[src/rtl/uart_tx_fifo_if.sv]
// Byte-write / serial-status bundle between control logic and the buffered UART transmitter.
// master = control side (writes bytes, selects baud), slave = transmitter.
// fifo_cnt is FIFO_AW+1 bits wide so it can hold the full-depth count.
interface uart_tx_fifo_if #(
  parameter int FIFO_AW = 4
);
  logic [2:0]       tx_baud;
  logic [7:0]       tx_dat;
  logic             tx_en;
  logic             tx_full;
  logic [FIFO_AW:0] fifo_cnt;
  logic             tx_ovf;
  logic             tx;
  logic             tx_ing;
  logic             tx_ok;

  modport master (
    output tx_baud, tx_dat, tx_en,
    input  tx_full, fifo_cnt, tx_ovf, tx, tx_ing, tx_ok
  );

  modport slave (
    input  tx_baud, tx_dat, tx_en,
    output tx_full, fifo_cnt, tx_ovf, tx, tx_ing, tx_ok
  );
endinterface

[src/rtl/uart_tx_fifo.sv]
// Buffered UART transmitter: 2**FIFO_AW byte FIFO feeding an 8N1 (8E1 with UART_PARITY_EN) serialiser.
// Latency: write at edge N into an idle, empty block -> start bit on tx from edge N+2; frames back-to-back.
// Backpressure: tx_full (registered count) gates writes; writes while full are dropped and set sticky tx_ovf.
module uart_tx_fifo #(
  parameter int FIFO_AW = 4
) (
  input  logic              i_clk,
  input  logic              i_rst,
  uart_tx_fifo_if.slave     i_bus
);

  localparam int               DEPTH   = 1 << FIFO_AW;
  localparam logic [FIFO_AW:0] CNT_MAX = (FIFO_AW+1)'(DEPTH);
  localparam logic [FIFO_AW:0] CNT_ONE = (FIFO_AW+1)'(1);
  localparam logic [FIFO_AW-1:0] PTR_ONE = FIFO_AW'(1);

  typedef enum logic [2:0] {
    S_IDLE,
    S_START,
    S_DATA,
    S_PARITY,
    S_STOP
  } state_t;

  // Clocks per bit for each baud select code (25 MHz core clock).
  function automatic logic [13:0] baud_div(input logic [2:0] sel);
    logic [13:0] d;
    case (sel)
      3'd1:    d = 14'd10416;
      3'd2:    d = 14'd5208;
      3'd3:    d = 14'd2604;
      3'd4:    d = 14'd1302;
      3'd5:    d = 14'd651;
      3'd6:    d = 14'd434;
      3'd7:    d = 14'd217;
      default: d = 14'd2604;
    endcase
    return d;
  endfunction

  // FIFO storage and bookkeeping
  logic [7:0]         r_mem [DEPTH];
  logic [FIFO_AW-1:0] r_wr_ptr;
  logic [FIFO_AW-1:0] r_rd_ptr;
  logic [FIFO_AW:0]   r_cnt;
  logic               r_ovf;

  // Serialiser state
  state_t             r_state;
  state_t             w_nxt_state;
  logic [13:0]        r_timer;
  logic [13:0]        r_div;
  logic [2:0]         r_bit;
  logic [7:0]         r_shift;
`ifdef UART_PARITY_EN
  logic               r_par;
`endif

  // Line-side output registers
  logic               r_tx;
  logic               r_tx_ing;
  logic               r_ok_d;
  logic               r_tx_ok;

  // Combinational control
  logic               w_full;
  logic               w_wr;
  logic               w_pop;
  logic               w_not_empty;
  logic               w_last;
  logic [7:0]         w_head;
  logic               w_tx_nxt;
  logic               w_ing_nxt;
  logic               w_ok_nxt;

  // Full is derived from the registered count, so a pop in the same cycle cannot admit a write.
  assign w_full      = (r_cnt == CNT_MAX);
  assign w_wr        = i_bus.tx_en & ~w_full;
  assign w_not_empty = (r_cnt != '0);
  assign w_head      = r_mem[r_rd_ptr];
  assign w_last      = (r_timer == (r_div - 14'd1));

  // Byte storage: written on accepted strobes only, no reset needed.
  always_ff @(posedge i_clk) begin
    if (w_wr) begin
      r_mem[r_wr_ptr] <= i_bus.tx_dat;
    end
  end

  // FIFO pointers, occupancy and sticky overflow flag.
  always_ff @(posedge i_clk) begin
    if (i_rst) begin
      r_wr_ptr <= '0;
      r_rd_ptr <= '0;
      r_cnt    <= '0;
      r_ovf    <= 1'b0;
    end else begin
      if (w_wr) begin
        r_wr_ptr <= r_wr_ptr + PTR_ONE;
      end
      if (w_pop) begin
        r_rd_ptr <= r_rd_ptr + PTR_ONE;
      end
      case ({w_wr, w_pop})
        2'b10:   r_cnt <= r_cnt + CNT_ONE;
        2'b01:   r_cnt <= r_cnt - CNT_ONE;
        default: r_cnt <= r_cnt;
      endcase
      if (i_bus.tx_en && w_full) begin
        r_ovf <= 1'b1;
      end
    end
  end

  // FSM state register.
  always_ff @(posedge i_clk) begin
    if (i_rst) begin
      r_state <= S_IDLE;
    end else begin
      r_state <= w_nxt_state;
    end
  end

  // FSM next state, pop request and next line values (the line lags the state by one register).
  always_comb begin
    w_nxt_state = r_state;
    w_pop       = 1'b0;
    w_tx_nxt    = 1'b1;
    w_ing_nxt   = 1'b0;
    w_ok_nxt    = 1'b0;
    case (r_state)
      S_IDLE: begin
        if (w_not_empty) begin
          w_pop       = 1'b1;
          w_nxt_state = S_START;
        end
      end
      S_START: begin
        w_tx_nxt  = 1'b0;
        w_ing_nxt = 1'b1;
        if (w_last) begin
          w_nxt_state = S_DATA;
        end
      end
      S_DATA: begin
        w_tx_nxt  = r_shift[0];
        w_ing_nxt = 1'b1;
        if (w_last && (r_bit == 3'd7)) begin
`ifdef UART_PARITY_EN
          w_nxt_state = S_PARITY;
`else
          w_nxt_state = S_STOP;
`endif
        end
      end
`ifdef UART_PARITY_EN
      S_PARITY: begin
        w_tx_nxt  = r_par;
        w_ing_nxt = 1'b1;
        if (w_last) begin
          w_nxt_state = S_STOP;
        end
      end
`endif
      S_STOP: begin
        w_tx_nxt  = 1'b1;
        w_ing_nxt = 1'b1;
        if (w_last) begin
          w_ok_nxt = 1'b1;
          if (w_not_empty) begin
            // Chain straight into the next start bit: no idle gap between frames.
            w_pop       = 1'b1;
            w_nxt_state = S_START;
          end else begin
            w_nxt_state = S_IDLE;
          end
        end
      end
      default: begin
        w_nxt_state = S_IDLE;
      end
    endcase
  end

  // Bit timer, bit index, shift register and per-frame divisor latch.
  always_ff @(posedge i_clk) begin
    if (i_rst) begin
      r_timer <= '0;
      r_div   <= 14'd2604;
      r_bit   <= '0;
      r_shift <= '0;
`ifdef UART_PARITY_EN
      r_par   <= 1'b0;
`endif
    end else if (w_pop) begin
      // Baud select is only looked at here, so a mid-frame change waits for the next frame.
      r_shift <= w_head;
      r_div   <= baud_div(i_bus.tx_baud);
      r_timer <= '0;
      r_bit   <= '0;
`ifdef UART_PARITY_EN
      r_par   <= ^w_head;
`endif
    end else if (r_state != S_IDLE) begin
      if (w_last) begin
        r_timer <= '0;
        if (r_state == S_DATA) begin
          r_shift <= {1'b0, r_shift[7:1]};
          r_bit   <= r_bit + 3'd1;
        end
      end else begin
        r_timer <= r_timer + 14'd1;
      end
    end
  end

  // Registered line outputs; tx_ok gets one extra stage so it lands on the edge closing the stop bit.
  always_ff @(posedge i_clk) begin
    if (i_rst) begin
      r_tx     <= 1'b1;
      r_tx_ing <= 1'b0;
      r_ok_d   <= 1'b0;
      r_tx_ok  <= 1'b0;
    end else begin
      r_tx     <= w_tx_nxt;
      r_tx_ing <= w_ing_nxt;
      r_ok_d   <= w_ok_nxt;
      r_tx_ok  <= r_ok_d;
    end
  end

  assign i_bus.tx_full  = w_full;
  assign i_bus.fifo_cnt = r_cnt;
  assign i_bus.tx_ovf   = r_ovf;
  assign i_bus.tx       = r_tx;
  assign i_bus.tx_ing   = r_tx_ing;
  assign i_bus.tx_ok    = r_tx_ok;

endmodule

[src/flat_wrapper.sv]
// flat-port wrapper written by rule: the top's interface ports become plain ports
module uart_tx_fifo_flat 
#(
  parameter int FIFO_AW = 4
)
  (i_clk, i_rst, i_bus_tx_baud, i_bus_tx_dat, i_bus_tx_en, i_bus_tx_full, i_bus_fifo_cnt, i_bus_tx_ovf, i_bus_tx, i_bus_tx_ing, i_bus_tx_ok);
  uart_tx_fifo_if #(.FIFO_AW(FIFO_AW)) i_bus_i ();
  input  logic i_clk;
  input  logic i_rst;
  input wire logic [$bits(i_bus_i.tx_baud)-1:0] i_bus_tx_baud;
  input wire logic [$bits(i_bus_i.tx_dat)-1:0] i_bus_tx_dat;
  input wire logic [$bits(i_bus_i.tx_en)-1:0] i_bus_tx_en;
  output wire logic [$bits(i_bus_i.tx_full)-1:0] i_bus_tx_full;
  output wire logic [$bits(i_bus_i.fifo_cnt)-1:0] i_bus_fifo_cnt;
  output wire logic [$bits(i_bus_i.tx_ovf)-1:0] i_bus_tx_ovf;
  output wire logic [$bits(i_bus_i.tx)-1:0] i_bus_tx;
  output wire logic [$bits(i_bus_i.tx_ing)-1:0] i_bus_tx_ing;
  output wire logic [$bits(i_bus_i.tx_ok)-1:0] i_bus_tx_ok;
  assign i_bus_i.tx_baud = i_bus_tx_baud;
  assign i_bus_i.tx_dat = i_bus_tx_dat;
  assign i_bus_i.tx_en = i_bus_tx_en;
  assign i_bus_tx_full = i_bus_i.tx_full;
  assign i_bus_fifo_cnt = i_bus_i.fifo_cnt;
  assign i_bus_tx_ovf = i_bus_i.tx_ovf;
  assign i_bus_tx = i_bus_i.tx;
  assign i_bus_tx_ing = i_bus_i.tx_ing;
  assign i_bus_tx_ok = i_bus_i.tx_ok;
  uart_tx_fifo #(.FIFO_AW(FIFO_AW)) u_core (.i_clk(i_clk), .i_rst(i_rst), .i_bus(i_bus_i));
endmodule
[config.mk]
export PLATFORM = sky130hd
export DESIGN_NAME = uart_tx_fifo_flat
export DESIGN_NICKNAME = d
export VERILOG_FILES = /design/src/rtl/uart_tx_fifo_if.sv /design/src/rtl/uart_tx_fifo.sv /design/src/flat_wrapper.sv
export SDC_FILE = /design/constraint.sdc
export NUM_CORES = 1
export LEC_CHECK = 0
export CORE_MARGIN = 1
export CORE_UTILIZATION = 40
export CTS_CLUSTER_DIAMETER = 30
export DETAILED_ROUTE_END_ITERATION = 8
export PLACE_DENSITY = 0.57
export SYNTH_ARGS = -nofsm -noshare
export SYNTH_HDL_FRONTEND = slang
export SYNTH_SLANG_ARGS = --single-unit
[constraint.sdc]
create_clock -name i_clk -period 4.2 [get_ports i_clk]
set_input_delay 0.84 -clock i_clk [delete_from_list [all_inputs] [get_ports i_clk]]
set_output_delay 0.84 -clock i_clk [all_outputs]
set_load 0.01 [all_outputs]
==> metrics.csv <==
metric,value,unit
hold_depth,1,
hp-class,flip-flop to flip-flop,
holdPathEnd,u_core.i_bus.tx_ok$_SDFF_PP0_,
finalCriticalPeriod,3.93,ns
area_growth,13.7,%
clock_sinks,192,
status,"finished, final reports clean",
placed_cells,905,
hold_viol_final,0,
p_sw,1.91,mW
routedWlPerCell,18.4,um
path_delay_family,simple AND/OR/NAND/NOR gates,
vias_per_cell,5.55,
pre_cts_slack,0.114,ns
min-delay-start,u_core.r_ok_d$_SDFF_PP0_,
drive_above_1_share,18.5,%
r2r_slack,0.27,ns
critPathCaptureType,flip-flop,
worst_pin_slew,0.923,ns
power,5.62,mW
worst_setup_path_start_kind,flip-flop,
cpMaxStageDelayCell,or4b_2,
cts_buffer_depth,2,
setup_ws,0.268,ns
yosysSeqAreaShare,59.4,%
power_frac_comb,26.6,%
r2r-end,u_core.i_bus.fifo_cnt[4]$_SDFFE_PP0P_,
drt_iter0_drc,350,
synthTopCellsByArea,"edfxtp_1 45%, dfxtp_1 15%, mux4_2 10%",
cts_made_buffers,17,
clk_latency,0.45,ns
yosys_register_bits,192,
cts_max_level,4,
grt_pass1_vias,5111,
crit_chain,inv_1 -> ha_1 -> or4b_2 -> a21oi_1 -> a22oi_1 -> o21ai_2 -> a22oi_4 -> and4b_1 -> nor2_4 -> inv_2 -> ha_1 -> xor2_1 -> ha_1 -> o21ai_0 -> a21oi_1 -> a21oi_1 -> xor2_1 -> or3_1 -> a21oi_1,
cp_max_fo,5,
grt_pass1_wl,27700,um
p_per_area,573,nW/um^2
post-route-period-util,93.6,%
die_y,149,um
cts_root_buf,clkbuf_16,
cts_tree,done,
clkTransAtPathRegs,0.08,ns
synth_edf_count,128,
fin_skew,0.0223,ns
initial_core_util,40.9,%
power.share.clock,31.2,%
synth_top_area_share,44.6,%
peakVddDrop,0.278,mV
cpMostUsedCell,a21oi_1,
drt_wl_total,17300,um
antenna_found_initial,0,
power_frac_seq,42.2,%
slew_headroom,38.4,%
critPathMaxStageDelay,0.62,ns
p_leak,3.21,nW
overflow,0,
internal_power,3.71,mW
route.detailed.drc,0,
yosysTopAreaCell,edfxtp_1,
nets,678,
utilization,46.5,%
port_buffers,23,
fillers,1858,
worstPathRequired,4.56,ns
vias,5211,
num_rows,53,
ys_types,68,
gp_congestion,0.872,
fin_cells,939,
syn_area,8630,um^2
cp_data_arrival_time,4.29,ns
r2r_cells,19,
hpwl,11800,um
final_antenna_net_count,0,
cap_violations,0,
swShare,33.9,%
setup_viol,0,
syn_avg_cell_area,13.5,um^2
critPathBufInv,2,
antennaDiodeCount,0,
grt_max_degree,28,
maxSlewViolCount,0,
synth_ff_type,edfxtp_1,
first_pass_iters,7,
core_area,21100,um^2
io_pins,24,
grt_use_total,16.6,%
worstSetupPathType,flip-flop to flip-flop,
synthCells,637,
worstReg2RegStart,u_core.r_div[0]$_SDFFE_PP0N_,
fp.dieW,149,um
async_reset_ff_share,0,%
dieArea,22200,um^2
yosysWarnings,0,
syn_nets,664,
max_freq,0.254,GHz
worst max-delay path by stage:
stage,end,depth (start not counted),slack (ns),from
2_1_floorplan,u_core.i_bus.fifo_cnt[4]$_SDFFE_PP0P_,21,0.04,u_core.r_div[0]$_SDFFE_PP0N_
3_3_place_gp,u_core.i_bus.fifo_cnt[4]$_SDFFE_PP0P_,19,0.25,u_core.r_div[0]$_SDFFE_PP0N_
3_5_place_dp,u_core.i_bus.fifo_cnt[4]$_SDFFE_PP0P_,19,0.11,u_core.r_div[0]$_SDFFE_PP0N_
4_1_cts,u_core.i_bus.fifo_cnt[4]$_SDFFE_PP0P_,19,0.08,u_core.r_div[0]$_SDFFE_PP0N_
5_1_grt,u_core.i_bus.fifo_cnt[4]$_SDFFE_PP0P_,19,-0.005,u_core.r_div[0]$_SDFFE_PP0N_
6_report,u_core.i_bus.fifo_cnt[4]$_SDFFE_PP0P_,19,0.27,u_core.r_div[0]$_SDFFE_PP0N_
routing by layer:
metal	part of all wire [%]	up-vias	track usage, %
li1	-	2440	-
met1	44	2649	21.3
met2	51	102	28.1
met3	3.4	20	3.12
met4	1.5	0	5.82
met5	0	-	0
logic make-up after synthesis:
| logic type | share of synthesized area [%] |
|---|---|
| adders and majority gates | 1.89 |
| buffers and inverters | 3.51 |
| muxes | 10.9 |
| and+or+nand+nor | 11.6 |
| DFF | 59.4 |
| xor gates and xnor gates | 4.16 |
| AOI/OAI and AO/OA | 8.54 |
area by class of cell:
cell class / instances / area, um^2 / area share, %
Multi-Input combinational cell: 375 / 3230 / 32.9
Clock inverter: 15 / 228 / 2.32
Clock buffer: 17 / 425 / 4.34
Timing Repair Buffer: 41 / 365 / 3.73
Inverter: 24 / 90.1 / 0.919
Sequential cell: 192 / 5130 / 52.3
Tap cell: 275 / 344 / 3.51
per-stage QoR:
stage	setup TNS, ns	instance area [um^2]	hold WS, ns
2_1_floorplan	0	8630	0.414
3_5_place_dp	0	9110	0.443
4_1_cts	0	9760	0.462
6_report	0	9810	0.454
5_1_grt	-0.00528	9810	0.476
3_3_place_gp	0	9110	0.423
power groups by stage:
stage                     Combinational [mW]  Sequential, mW  Clock [mW]
after CTS                               1.50            2.37        1.79
after global placement                  1.46            2.40           0
final                                   1.50            2.37        1.75
after global routing                    1.64            2.40        1.87
after detailed placement                1.48            2.41           0
after floorplan                         1.21            2.31           0
what timing repair did:
| item | in CTS | in global routing |
|---|---|---|
| hold buffers | 0 | 0 |
| gates resized for setup | 0 | 7 |
| buffers inserted | 0 | 2 |
| endpoints found under the setup margin | 0 | 1 |
worst register-to-register path, stage by stage, from the launching register on:
cell and delay [ns]:
dfxtp_1 0.36, inv_1 0.08, ha_1 0.21, or4b_2 0.62
a21oi_1 0.16, a22oi_1 0.11, o21ai_2 0.20, a22oi_4 0.10
and4b_1 0.24, nor2_4 0.13, inv_2 0.07, ha_1 0.20
xor2_1 0.15, ha_1 0.22, o21ai_0 0.18, a21oi_1 0.10
a21oi_1 0.19, xor2_1 0.09, or3_1 0.31, a21oi_1 0.13
cells in the mapped netlist (8+ instances only):
| cell type | count |
|---|---|
| dfxtp_1 | 64 |
| edfxtp_1 | 128 |
| buf_2 | 8 |
| xor2_1 | 22 |
| a21oi_1 | 26 |
| o21ai_0 | 21 |
| nor2b_1 | 8 |
| o211ai_1 | 11 |
| mux4_2 | 40 |
| nand4_1 | 8 |
| clkbuf_1 | 31 |
| nand3_1 | 27 |
| ha_1 | 13 |
| nor2_1 | 51 |
| nor3_1 | 16 |
| xnor2_1 | 19 |
| inv_1 | 23 |
| nand2_1 | 24 |
sequential cells by signal, indices dropped and copies added, names as in the netlist, 3 cells and up, named ones only:
signal	count
u_core.r_mem	128
u_core.r_div	14
u_core.r_timer	14
u_core.r_shift	8
u_core.i_bus.fifo_cnt	5
u_core.r_rd_ptr	4
u_core.r_wr_ptr	4
u_core.r_bit	3
u_core.r_state	3
layout by cell type (no fill, tap or decap), drive strengths merged, types with 8 or more instances in the layout:
cell,n
inv,34
nand4,9
o211ai,11
nor2b,8
mux4,40
o21ai,22
clkdlybuf4s50,23
xnor2,19
dfxtp,64
a21oi,26
nor3,18
ha,13
xor2,22
nand3,27
clkbuf,17
nor2,53
buf,18
edfxtp,128
nand2,24
Note: power is estimated with default switching activity, not from simulation.
